`src/rtl/barrel_shifter_pkg.sv`:
```
// Shared mode encodings for the pipelined barrel shifter.
// Used by shift_stage and pipelined_barrel_shifter.
package barrel_shifter_pkg;

    localparam int MODE_W = 2;

    typedef enum logic [MODE_W-1:0] {
        MODE_ROL = 2'b00,
        MODE_ROR = 2'b01,
        MODE_SRL = 2'b10,
        MODE_SRA = 2'b11
    } mode_e;

endpackage

```
`src/rtl/shift_stage.sv`:
```
// One barrel-shifter pipeline stage: conditional 2^K shift plus its register.
// Optional zero flag register under BARREL_SHIFTER_ZERO_FLAG_EN.
module shift_stage
    import barrel_shifter_pkg::*;
#(
    parameter int WIDTH   = 8,
    parameter int SHAMT_W = 3,
    parameter int K       = 0
) (
    input  logic               clk,
    input  logic               rst_n,
    input  logic               i_valid,
    output logic               o_ready,
    input  logic [WIDTH-1:0]   i_data,
    input  logic [SHAMT_W-1:0] i_amt,
    input  logic [MODE_W-1:0]  i_mode,
    input  logic               i_ready,
    output logic               o_valid,
    output logic [WIDTH-1:0]   o_data,
    output logic [SHAMT_W-1:0] o_amt,
    output logic [MODE_W-1:0]  o_mode
`ifdef BARREL_SHIFTER_ZERO_FLAG_EN
    ,
    output logic               o_zero
`endif
);

    localparam int S = 1 << K;

    logic               w_en;
    logic [WIDTH-1:0]   w_shf;
    logic               r_v;
    logic [WIDTH-1:0]   r_d;
    logic [SHAMT_W-1:0] r_amt;
    logic [MODE_W-1:0]  r_mode;

    assign w_en    = !r_v || i_ready;
    assign o_ready = w_en;

    always_comb begin
        w_shf = i_data;
        if (i_amt[K]) begin
            unique case (mode_e'(i_mode))
                MODE_ROL: w_shf = (i_data << S) | (i_data >> (WIDTH - S));
                MODE_ROR: w_shf = (i_data >> S) | (i_data << (WIDTH - S));
                MODE_SRL: w_shf = i_data >> S;
                // MSB of the partial word is still the original sign bit
                MODE_SRA: w_shf = $signed(i_data) >>> S;
                default:  w_shf = i_data;
            endcase
        end
    end

    always_ff @(posedge clk or negedge rst_n) begin
        if (!rst_n) begin
            r_v    <= 1'b0;
            r_d    <= '0;
            r_amt  <= '0;
            r_mode <= '0;
        end else if (w_en) begin
            r_v    <= i_valid;
            r_d    <= w_shf;
            r_amt  <= i_amt;
            r_mode <= i_mode;
        end
    end

    assign o_valid = r_v;
    assign o_data  = r_d;
    assign o_amt   = r_amt;
    assign o_mode  = r_mode;

`ifdef BARREL_SHIFTER_ZERO_FLAG_EN
    logic r_zero;

    always_ff @(posedge clk or negedge rst_n) begin
        if (!rst_n) begin
            r_zero <= 1'b0;
        end else if (w_en) begin
            r_zero <= i_valid && (w_shf == '0);
        end
    end

    assign o_zero = r_zero;
`endif

endmodule

```
`src/rtl/pipelined_barrel_shifter.sv`:
```
// Fully pipelined log barrel shifter (ROL/ROR/SRL/SRA), one stage per amt bit.
// Define BARREL_SHIFTER_ZERO_FLAG_EN to add the registered out_zero flag.
module pipelined_barrel_shifter
    import barrel_shifter_pkg::*;
#(
    parameter  int WIDTH   = 8,
    localparam int SHAMT_W = $clog2(WIDTH)
) (
    input  logic               clk,
    input  logic               rst_n,
    input  logic               in_valid,
    output logic               in_ready,
    input  logic [WIDTH-1:0]   in_data,
    input  logic [SHAMT_W-1:0] in_amt,
    input  logic [MODE_W-1:0]  in_mode,
    output logic               out_valid,
    input  logic               out_ready,
    output logic [WIDTH-1:0]   out_data
`ifdef BARREL_SHIFTER_ZERO_FLAG_EN
    ,
    output logic               out_zero
`endif
);

    logic [SHAMT_W:0]   w_v;
    logic [SHAMT_W-1:0] w_rdy;
    logic [SHAMT_W-1:0] w_dn_rdy;
    logic [WIDTH-1:0]   w_d    [SHAMT_W+1];
    logic [SHAMT_W-1:0] w_amt  [SHAMT_W+1];
    logic [MODE_W-1:0]  w_mode [SHAMT_W+1];
    logic               w_unused;

    assign w_v[0]    = in_valid;
    assign w_d[0]    = in_data;
    assign w_amt[0]  = in_amt;
    assign w_mode[0] = in_mode;

`ifdef BARREL_SHIFTER_ZERO_FLAG_EN
    logic [SHAMT_W-1:0] w_zero;
    logic               w_unused_zero;
`endif

    genvar k;
    for (k = 0; k < SHAMT_W; k++) begin : g_stage
        // Downstream ready in closed form: out_ready or any later bubble
        if (k == SHAMT_W - 1) begin : g_last
            assign w_dn_rdy[k] = out_ready;
        end else begin : g_mid
            assign w_dn_rdy[k] = out_ready || !(&w_v[SHAMT_W:k+2]);
        end

        shift_stage #(
            .WIDTH   (WIDTH),
            .SHAMT_W (SHAMT_W),
            .K       (k)
        ) u_stage (
            .clk     (clk),
            .rst_n   (rst_n),
            .i_valid (w_v[k]),
            .o_ready (w_rdy[k]),
            .i_data  (w_d[k]),
            .i_amt   (w_amt[k]),
            .i_mode  (w_mode[k]),
            .i_ready (w_dn_rdy[k]),
            .o_valid (w_v[k+1]),
            .o_data  (w_d[k+1]),
            .o_amt   (w_amt[k+1]),
            .o_mode  (w_mode[k+1])
`ifdef BARREL_SHIFTER_ZERO_FLAG_EN
            ,
            .o_zero  (w_zero[k])
`endif
        );
    end

    assign in_ready  = w_rdy[0];
    assign out_valid = w_v[SHAMT_W];
    assign out_data  = w_d[SHAMT_W];
    assign w_unused  = ^{w_rdy, w_amt[SHAMT_W], w_mode[SHAMT_W]};

`ifdef BARREL_SHIFTER_ZERO_FLAG_EN
    assign out_zero      = w_zero[SHAMT_W-1];
    assign w_unused_zero = ^w_zero;
`endif

endmodule

```
`config.mk`:
```
export PLATFORM = sky130hd
export DESIGN_NAME = pipelined_barrel_shifter
export DESIGN_NICKNAME = d
export VERILOG_FILES = /design/src/rtl/barrel_shifter_pkg.sv /design/src/rtl/shift_stage.sv /design/src/rtl/pipelined_barrel_shifter.sv
export SDC_FILE = /design/constraint.sdc
export NUM_CORES = 1
export LEC_CHECK = 0
export BUFFER_PORTS_ARGS = -buffer_cell sky130_fd_sc_hd__buf_2
export CELL_PAD_IN_SITES_DETAIL_PLACEMENT = 0
export CELL_PAD_IN_SITES_GLOBAL_PLACEMENT = 1
export CORE_MARGIN = 3
export CORE_UTILIZATION = 43
export CTS_CLUSTER_DIAMETER = 40
export DETAILED_ROUTE_END_ITERATION = 10
export GPL_TIMING_DRIVEN = 0
export PLACE_DENSITY = 0.83
export SLEW_MARGIN = 0
export SYNTH_ARGS = -nofsm -noshare
export SYNTH_HDL_FRONTEND = slang
export SYNTH_SLANG_ARGS = --single-unit
export TNS_END_PERCENT = 100
```
`constraint.sdc`:
```
create_clock -name clk -period 1.6 [get_ports clk]
set_input_delay 0.16 -clock clk [delete_from_list [all_inputs] [get_ports clk]]
set_output_delay 0.16 -clock clk [all_outputs]
set_load 0.01 [all_outputs]
```
; ---- Word-level counts from Yosys, hierarchy flattened
; Index checks and enable logic that the tools add are counted.
[word_totals]
ff_bits = 37
input_bits = 17
out_inout_bits = 10
word_cells = 43
[op_classes]
eq_ne = 9
mux = 6
n_bitwise = 5
reduce_logical = 13
[ops]
columns = op, count
row1 = $pmux 8 s4, 2
row2 = $mux 8, 3
row3 = $pmux 8 s3, 1
row4 = $eq 2x2->1 const B, 6
row5 = $or 6x8->8, 1
row6 = $or 7x8->8, 1
row7 = $or 8x1->8, 1
row8 = $or 8x2->8, 1
row9 = $or 8x4->8, 1
row10 = $eq 2x1->1 const B, 3
row11 = $logic_not 2->1, 3
row12 = $logic_not 1->1, 4
row13 = $logic_or 1x1->1, 4
row14 = $reduce_and 2->1, 1
row15 = $reduce_or 2->1, 1

; ---- Longest topological paths before layout
; Gate-level depths: netlist of run 1.
[depth]
depth_word = 4
depth_mapped = 7

; ---- Hierarchy
; From an unflattened synthesis of run 1, not the netlist that was laid out.
[unflattened]
cells_unflattened = 228
area_unflattened_um2 = 2237.1
[by_module_without_submodules]
columns = mod, instances, cells_per_inst, area_per_inst_um2, seq_area_each_um2
row1 = shift_stage (g_stage[0].u_stage), 1, 85, 788.3, 350.3
row2 = shift_stage (g_stage[1].u_stage), 1, 86, 777.0, 350.3
row3 = shift_stage (g_stage[2].u_stage), 1, 55, 658.1, 350.3
row4 = pipelined_barrel_shifter, 1, 2, 13.8, 0.0

; ---- Worst setup path after synthesis of run 1
; OpenSTA, ideal clock, no wires.
[synth_timing]
path_type = reg2reg
startpoint = register g_stage[2].u_stage.r_v
endpoint = register g_stage[0].u_stage.r_amt[2]
setup_ns = 0.125
arrival_ns = 1.262
path_slack_ns = 0.213
stages_incl_launch_ff = 6
path_buffers = 1
synth_period_minus_slack_ns = 1.387
cell_sequence = dfrtp_1 > and3b_1 > and2_4 > buf_6 > inv_8 > mux2_2
[synth_between]
elab_chain_cells = 4
[synth_rtl]
columns = item, line_no
row1 = "start, declared", shift_stage.sv:32  ; logic r_v;
row2 = "start signal, assigned", shift_stage.sv:61  ; r_v <= i_valid;
row3 = $reduce_and 2->1, pipelined_barrel_shifter.sv:49  ; assign w_dn_rdy[k] = out_ready || !(&w_v[SHAMT_W:k+2]);
row4 = $logic_not 1->1, pipelined_barrel_shifter.sv:49
row5 = $logic_or 1x1->1, pipelined_barrel_shifter.sv:49
row6 = $logic_or 1x1->1, shift_stage.sv:37  ; assign w_en = !r_v || i_ready;
row7 = "end signal, assigned", shift_stage.sv:63  ; r_amt <= i_amt;
row8 = "end, declared", shift_stage.sv:34  ; logic [SHAMT_W-1:0] r_amt;
; No other way between the ends.
; A chain may end at the register's enable or synchronous reset.

; ---- Final worst setup path of run 1
[layout_timing]
startpoint = register g_stage[2].u_stage.r_v
endpoint = output port in_ready
[layout_between]
elab_chain_cells = 4
[layout_rtl]
columns = item, line_no
row1 = $reduce_and 2->1, pipelined_barrel_shifter.sv:49
row2 = $logic_not 1->1, pipelined_barrel_shifter.sv:49
row3 = $logic_or 1x1->1, pipelined_barrel_shifter.sv:49
row4 = $logic_or 1x1->1, shift_stage.sv:37
row5 = "end, declared", pipelined_barrel_shifter.sv:12  ; output logic in_ready,
; No other way between the ends.

==> results.cfg, run 1 <==
[yosys]
synth_most_common_cell = dfrtp_1
synth_nets = 193
synthTopCellsByCount = 34 x dfrtp_1, 25 x o21ai_0, 24 x nand2_1
synth_flop_cell = dfrtp_1
synth_largest_area_cell = dfrtp_1
synthTopCellsByArea = dfrtp_1 48%, o21ai_0 7.1%, a211oi_1 5.5%, nand2_1 5.1%, o21a_1 5.1%
synth_edf_count = 0
seq_area_frac_synth_pct = 48.3
syn_inst = 176
yosys_warnings = 0
synth.avg_cell_area_um2 = 10.0
ys_types = 33
async_reset_ff_share_pct = 100
synth_top_area_share_pct = 48.3
synth_area_mm2 = 0.00176
ys_ff_latch = 34

[global_route]
first_global_vias = 1422
grt_use_total_pct = 16.8
grt-ovfl-total = 0
grt_pass1_wl_mm = 6.55
antenna_found_initial = 0
grt_start_max_net_pins = 35

[sta]
rsz0062_at_grt = no
slew_headroom_pct = 50.2
period_minus_slack_ns = 1.48
finalCritPeriodShare_pct = 92.3
drv_slew = 0
hold_viol_final = 0
skew_ns = 0.00826
worstMarginPinSlew_ns = 0.748
fmax_mhz = 677
setup_tns_ns = 0
setup_viol_count_final = 0

[place]
dp_hpwl_mm = 2.84
gp_congestion = 0.836
portBuffers = 24
place_area_mm2 = 0.00194

[cts]
cts_root_buf = clkbuf_8
cts_buffers = 5
worstSkewPairLatency_ns = 0.29
cts_tree = done
clkTransAtPathRegs_ns = 0.07
cts_buffer_depth = 2
h-tree-depth = 2
clock_sinks = 34

[run]
cap_violations = 0

[final_layout]
fin_area_mm2 = 0.00208
syn2layout_area_growth_pct = 17.9
n_antenna_cell = 0
drive_gt1_share_pct = 25.4
layout.nets = 229

[setup_path]
worst-setup-path-type = flop to output pin
end_kind = output pin
reg2reg_slack_ns = 0.19
worstPathArrival_ns = 1.32
start_kind = flop
crit_required_ns = 1.44
cp_max_fo = 10

[detailed_routing]
firstDrtPassIters = 4
ant_nets = 0
first_iter_violations = 62
avgViaCountPerCell = 5.57
route.detailed.drc = 0
drt_wl_total_mm = 3.89
wl_per_cell_um = 14.9
vias = 1453

[floorplanning]
initial_utilization_pct = 46.3
dieArea_mm2 = 0.00490
rows = 22
die_y_um = 70.0
die_x_um = 70.0
coreArea_mm2 = 0.00380
io_pins = 27

[power]
vdd_drop_max_v = 0.000459
power_density_mw_per_mm2 = 1160
p_leak_uw = 0.000916
total_power_uw = 2400

[worst_hold_path]
hold_path_class = input port to flop

[outcome]
status = finished clean
==> state kept, by name (all words and copies together) (netlist names) <==
signal                   flops
g_stage.u_stage.o_amt        3
g_stage.u_stage.o_data      24
g_stage.u_stage.o_mode       4
g_stage.u_stage.o_valid      3
==> cells in the final DEF (no fill, tap or decap), types with 2 or more instances in the layout <==
master,Yosys,routed
a211oi_1,13,13
a21o_1,3,3
a221oi_1,2,2
a311oi_1,3,3
buf_2,5,28
buf_4,0,5
clkbuf_1,5,6
clkbuf_8,0,6
dfrtp_1,34,34
inv_1,3,3
mux2_2,4,4
mux2_4,2,2
mux2i_1,4,4
nand2_1,24,24
nand2b_1,5,5
nor2_1,5,5
o21a_1,12,12
o21ai_0,25,25
o21ai_1,6,6
o2bb2ai_1,6,6
==> path summary, 6_finish.rpt <==
kind	depth (start not counted)	end	start
max reg2reg	5	g_stage[0].u_stage.o_amt[2]	g_stage[2].u_stage.o_valid
min	2	g_stage[0].u_stage.o_valid	in_valid
min reg2reg	1	g_stage[1].u_stage.o_valid	g_stage[0].u_stage.o_valid
max in group asynchronous	2	g_stage[0].u_stage.o_data[1]	rst_n
max	5	in_ready	g_stage[2].u_stage.o_valid
min in group asynchronous	2	g_stage[2].u_stage.o_data[5]	rst_n
==> through the flow <==
step | setup WS (ns) | instances | utilization (%) | hold slack [ns]
floorplan | 0.213 | 176 | - | -0.136
global placement | 0.194 | 248 | 51.1 | 0.252
detailed placement | 0.184 | 248 | 51.1 | 0.273
CTS | 0.0460 | 260 | 54.4 | 0.0602
global route | 0.0326 | 261 | 54.6 | 0.0695
finish | 0.123 | 261 | 54.6 | 0.0682
==> routing by layer <==
layer | wire length [µm] | part of all wire (%) | track usage [%]
met4 | 74 | 1.9 | 7.66
met3 | 186 | 4.8 | 3.60
met1 | 1630 | 42 | 17.7
met2 | 2000 | 51 | 31.6
met5 | 0 | 0 | 0
==> worst max-delay path, stage by stage, from the launching register on <==
cell,delay (ns)
dfrtp_1,0.38
and3b_2,0.22
and2_4,0.16
inv_8,0.06
buf_8,0.11
buf_6,0.10
==> timing repair <==
action                                  4_1_cts  5_1_grt
setup buffers                                 4        1
hold endpoints to repair                     34        0
hold buffers                                  1        0
endpoints found under the setup margin        1        1
pin swaps                                     1        1
gates resized for setup                       2        0
==> kinds of logic after synthesis <==
| logic type | count (synthesis) | share of synthesized area [%] |
|---|---|---|
| compound gates | 75 | 29.1 |
| simple gates | 41 | 10.8 |
| flops | 34 | 48.3 |
| buf+inv | 16 | 5.26 |
| mux | 10 | 6.54 |
==> power breakdown <==
part	internal [µW]	switching (µW)	leakage (µW)
clock	347	305	0.0000482
combinational	280	310	0.000467
sequential	1030	130	0.000400
total	1650	745	0.000916
==> final cells by class <==
cell class / instances / area (µm²)
fill: 356 / 1720
sequential: 34 / 851
multi-input combinational: 126 / 818
timing repair buffer: 30 / 174
clock buffer: 7 / 86.3
tap: 48 / 60.1
buffer: 11 / 58.8
inverter: 4 / 22.5
clock inverter: 1 / 5.00
No activity file was read; power rests on OpenSTA's default activity.
==> run 2: changes to the inputs <==
PLACE_DENSITY = 0.82   (was 0.83)
==> results.cfg, run 2 (synthesized netlist as in run 1, its figures left out) <==
[outcome]
status = finished clean

[setup_path]
cpMaxStageDelayCell = dfrtp_1
cp_common_cell = buf_6
worstPathArrival_ns = 1.37
critical_path.top_delay_family = flip-flops
r2r_start = g_stage[2].u_stage.o_valid
cp_cell_sequence = and3b_2, and2_4, buf_6, clkinv_8, buf_6
cp_max_fo = 12
crit_buf_inv = 3
reg2reg_slack_ns = 0.10
worst-setup-path-type = flop to output pin
end_kind = output pin
critPathMaxStageDelay_ns = 0.39
start_kind = flop
crit_required_ns = 1.44
worstRegToRegCells = 6
r2r-end = g_stage[0].u_stage.o_mode[0]

[global_route]
gr-max-usage-layer = met2
grt_pass1_wl_mm = 6.45
grtUsageMet3_pct = 4.46
grt-ovfl-total = 0
met2_usage_pct = 28.1
first_global_vias = 1509
antenna_found_initial = 0
use_met1_pct = 18.1
grt_use_total_pct = 16.1
grt_start_max_net_pins = 35

[detailed_routing]
wl_per_cell_um = 14.2
avgViaCountPerCell = 5.66
drt_wl_total_mm = 3.67
first_iter_violations = 54
route.detailed.drc = 0
ant_nets = 0
firstDrtPassIters = 4
vias = 1466

[cts]
cts_root_buf = clkbuf_8
clkTransAtPathRegs_ns = 0.07
clock_sinks = 34
cts_buffers = 5
cts_tree = done
cts_buffer_depth = 2
h-tree-depth = 2
worstSkewPairLatency_ns = 0.28

[sta]
setup_slack_ns = 0.0687
hold_viol_final = 0
setup_viol_count_final = 0
holdWs_ns = 0.0808
rsz0062_at_grt = no
setup_tns_ns = 0
slew_headroom_pct = 50.9
drv_slew = 0
fmax_mhz = 653
worstMarginPinSlew_ns = 0.737
period_minus_slack_ns = 1.53
finalCritPeriodShare_pct = 95.7
skew_ns = 0.00617

[place]
place_area_mm2 = 0.00194
portBuffers = 24
gp_congestion = 0.804
post-place-ws_ns = 0.187
dp_hpwl_mm = 2.81

[final_layout]
syn2layout_area_growth_pct = 17.1
drive_gt1_share_pct = 24.6
final_common_cell = dfrtp_1
final_core_util_pct = 54.3
fin_area_mm2 = 0.00206
layout.nets = 227
final_cell_mix = 34 x dfrtp_1, 28 x buf_2, 25 x o21ai_0, 24 x nand2_1, 13 x a211oi_1
num-fill-cells = 364
largest_register_ffs = 24
n_antenna_cell = 0

[worst_hold_path]
hold_start = in_valid
min_path_cells = 2
hold_path_class = input port to flop
hold_end = g_stage[0].u_stage.o_valid

[floorplanning]
initial_utilization_pct = 46.3
rows = 22
io_pins = 27
die_y_um = 70.0
dieArea_mm2 = 0.00490
coreArea_mm2 = 0.00380
die_x_um = 70.0

[power]
vdd_drop_max_v = 0.000367
p_leak_uw = 0.000905
power_density_mw_per_mm2 = 1150

[run]
cap_violations = 0
run 2: cell types whose count changed in the layout (fill, tap and decap cells not counted):
cell / before / now
buf_6: 1 / 2
clkinv_8: 0 / 1
inv_8: 1 / 0
buf_8: 1 / 0
buf_4: 5 / 3
run 2: timing repair:
action                                  CTS  global route
pin swaps                                 1             0
endpoints found under the hold margin    34             0
hold buffers                              1             0
cloned                                    0             0
buffers inserted                          2             1
gates resized for setup                   2             1
endpoints found under the setup margin    1             2
run 2: worst max path at each step:
stage,end,startpoint,cells after the start,slack (ns)
3_3_place_gp,g_stage[0].u_stage.o_amt[2],g_stage[2].u_stage.o_valid,5,0.19
2_1_floorplan,g_stage[0].u_stage.o_amt[2],g_stage[2].u_stage.o_valid,5,0.21
4_1_cts,in_ready,g_stage[2].u_stage.o_valid,5,0.01
6_report,in_ready,g_stage[2].u_stage.o_valid,5,0.07
5_1_grt,in_ready,g_stage[1].u_stage.o_valid,5,0.009
3_5_place_dp,g_stage[0].u_stage.o_amt[2],g_stage[1].u_stage.o_valid,5,0.19
run 2: cell type report:
| type | count | area [µm²] | area share (%) |
|---|---|---|---|
| timing repair buffer | 28 | 159 | 7.71 |
| buffer | 11 | 55.1 | 2.67 |
| tap | 48 | 60.1 | 2.91 |
| clock inverter | 1 | 5.00 | 0.243 |
| sequential | 34 | 851 | 41.3 |
| clock buffer | 7 | 86.3 | 4.19 |
| multi-input combinational | 126 | 818 | 39.7 |
| inverter | 4 | 27.5 | 1.33 |
run 2: stage by stage:
| stage | std cells | total power, µW |
|---|---|---|
| floorplan | 176 | 1540 |
| global placement | 248 | 1720 |
| detailed placement | 248 | 1750 |
| CTS | 258 | 2400 |
| global route | 259 | 2540 |
| finish | 259 | 2370 |
run 2: routing by layer:
metal  wire length (µm)  up-vias  part of all wire (%)
li1                   -      710                     -
met1               1600      698                    44
met2               1800       49                    49
met3                198        9                   5.4
met4                 80        0                   2.2
met5                  0        -                     0
run 2: power breakdown:
part / internal, µW / leakage, µW / switching [µW]
clock: 347 / 0.0000482 / 295
combinational: 273 / 0.000456 / 305
sequential: 1030 / 0.000400 / 128
total: 1650 / 0.000905 / 727
==> run 3: changes to the inputs <==
CORE_MARGIN = not set   (was 3)
==> results.cfg, run 3 (synthesized netlist as in run 1, its figures left out) <==
[outcome]
status = finished clean

[sta]
setup_slack_ns = 0.0991
skew_ns = 0.00500
finalCritPeriodShare_pct = 93.8
setup_tns_ns = 0
drv_slew = 0
worstMarginPinSlew_ns = 0.758
slew_headroom_pct = 49.5
period_minus_slack_ns = 1.50
rsz0062_at_grt = no
hold_viol_final = 0
setup_viol_count_final = 0
fmax_mhz = 666

[detailed_routing]
avgViaCountPerCell = 5.58
ant_nets = 0
drt_wl_total_mm = 3.84
firstDrtPassIters = 5
wl_per_cell_um = 14.8
first_iter_violations = 80
route.detailed.drc = 0
vias = 1446

[global_route]
grt-ovfl-total = 0
antenna_found_initial = 0
grt_pass1_wl_mm = 6.57
grt_start_max_net_pins = 35
first_global_vias = 1448
grt_use_total_pct = 20.5

[floorplanning]
die_y_um = 66.0
die_x_um = 66.0
initial_utilization_pct = 46.3
rows = 22
dieArea_mm2 = 0.00435
io_pins = 27
coreArea_mm2 = 0.00380

[final_layout]
syn2layout_area_growth_pct = 17.0
regArea_um2 = 851
final_core_util_pct = 54.2
final_common_cell = dfrtp_1
final_cell_mix = 34 x dfrtp_1, 28 x buf_2, 25 x o21ai_0, 24 x nand2_1, 13 x a211oi_1
largest_register_ffs = 24
layout.nets = 227
n_antenna_cell = 0
multi_input_area_um2 = 817
num-fill-cells = 358
instances_no_fill = 259
drive_gt1_share_pct = 24.2

[setup_path]
worst-setup-path-type = flop to output pin
cp_max_fo = 10
end_kind = output pin
critPathMaxStageDelay_ns = 0.38
cp_cell_sequence = and3b_1, and2_4, inv_8, buf_8, buf_6
cpMaxStageDelayCell = dfrtp_1
worstPathArrival_ns = 1.34
start_kind = flop
crit_required_ns = 1.44

[cts]
cts_buffers = 5
worstSkewPairLatency_ns = 0.28
cts_root_buf = clkbuf_8
cts_buffer_depth = 2
h-tree-depth = 2
cts_tree = done
clkTransAtPathRegs_ns = 0.07
clock_sinks = 34

[place]
gp_congestion = 0.903
post-place-ws_ns = 0.189
portBuffers = 24
placed_cells_incl_taps = 248
dp_hpwl_mm = 2.82

[power]
power_density_mw_per_mm2 = 1150
vdd_drop_max_v = 0.000410
p_leak_uw = 0.000907

[worst_hold_path]
hold_path_class = input port to flop

[run]
cap_violations = 0
run 3: cell type report:
class                           instances  area share [%]
Buffer                                 11            2.86
Clock inverter                          1           0.243
Multi-Input combinational cell        126            39.7
Inverter                                4            1.09
Clock buffer                            7            4.19
Tap cell                               48            2.92
Sequential cell                        34            41.3
Timing Repair Buffer                   28            7.72
run 3: where the power goes:
group	switching, µW	internal [µW]
Combinational	308	274
Clock	294	347
Sequential	128	1030
run 3: timing repair:
item	4_1_cts	5_1_grt
setup buffers	2	1
hold buffers	1	0
endpoints found under the hold margin	34	0
pin swaps	1	1
gates resized for setup	1	0
setup endpoints to repair	1	1
run 3: path summary, 6_finish.rpt:
check	from	to	slack, ns	cells after the start
max in group asynchronous	rst_n	g_stage[0].u_stage.o_data[4]	0.64	2
max	g_stage[2].u_stage.o_valid	in_ready	0.1	5
min reg2reg	g_stage[0].u_stage.o_valid	g_stage[1].u_stage.o_valid	0.46	1
min	in_valid	g_stage[0].u_stage.o_valid	0.07	2
max reg2reg	g_stage[2].u_stage.o_valid	g_stage[0].u_stage.o_amt[2]	0.17	5
min in group asynchronous	rst_n	g_stage[2].u_stage.o_data[4]	0.48	2
run 3: critical path: cells and delay by family, from the launching register on:
family	cells	cell delay [ns]
DFF	1	0.38
buffers and inverters	3	0.27
and+or+nand+nor	2	0.40
run 3: per-stage QoR:
step                total power, µW  cell area [µm²]  hold WS [ns]
detailed placement             1750             1940         0.276
floorplan                      1540             1760        -0.136
finish                         2380             2060        0.0665
global route                   2550             2060        0.0650
CTS                            2400             2050        0.0665
global placement               1720             1940         0.256
run 3: routing by layer:
metal | up-vias | part of all wire [%] | track usage (%)
li1 | 714 | - | -
met1 | 696 | 43 | 22.1
met2 | 29 | 52 | 37.1
met3 | 7 | 3.4 | 5.86
met4 | 0 | 1.2 | 8.24
met5 | - | 0 | 0
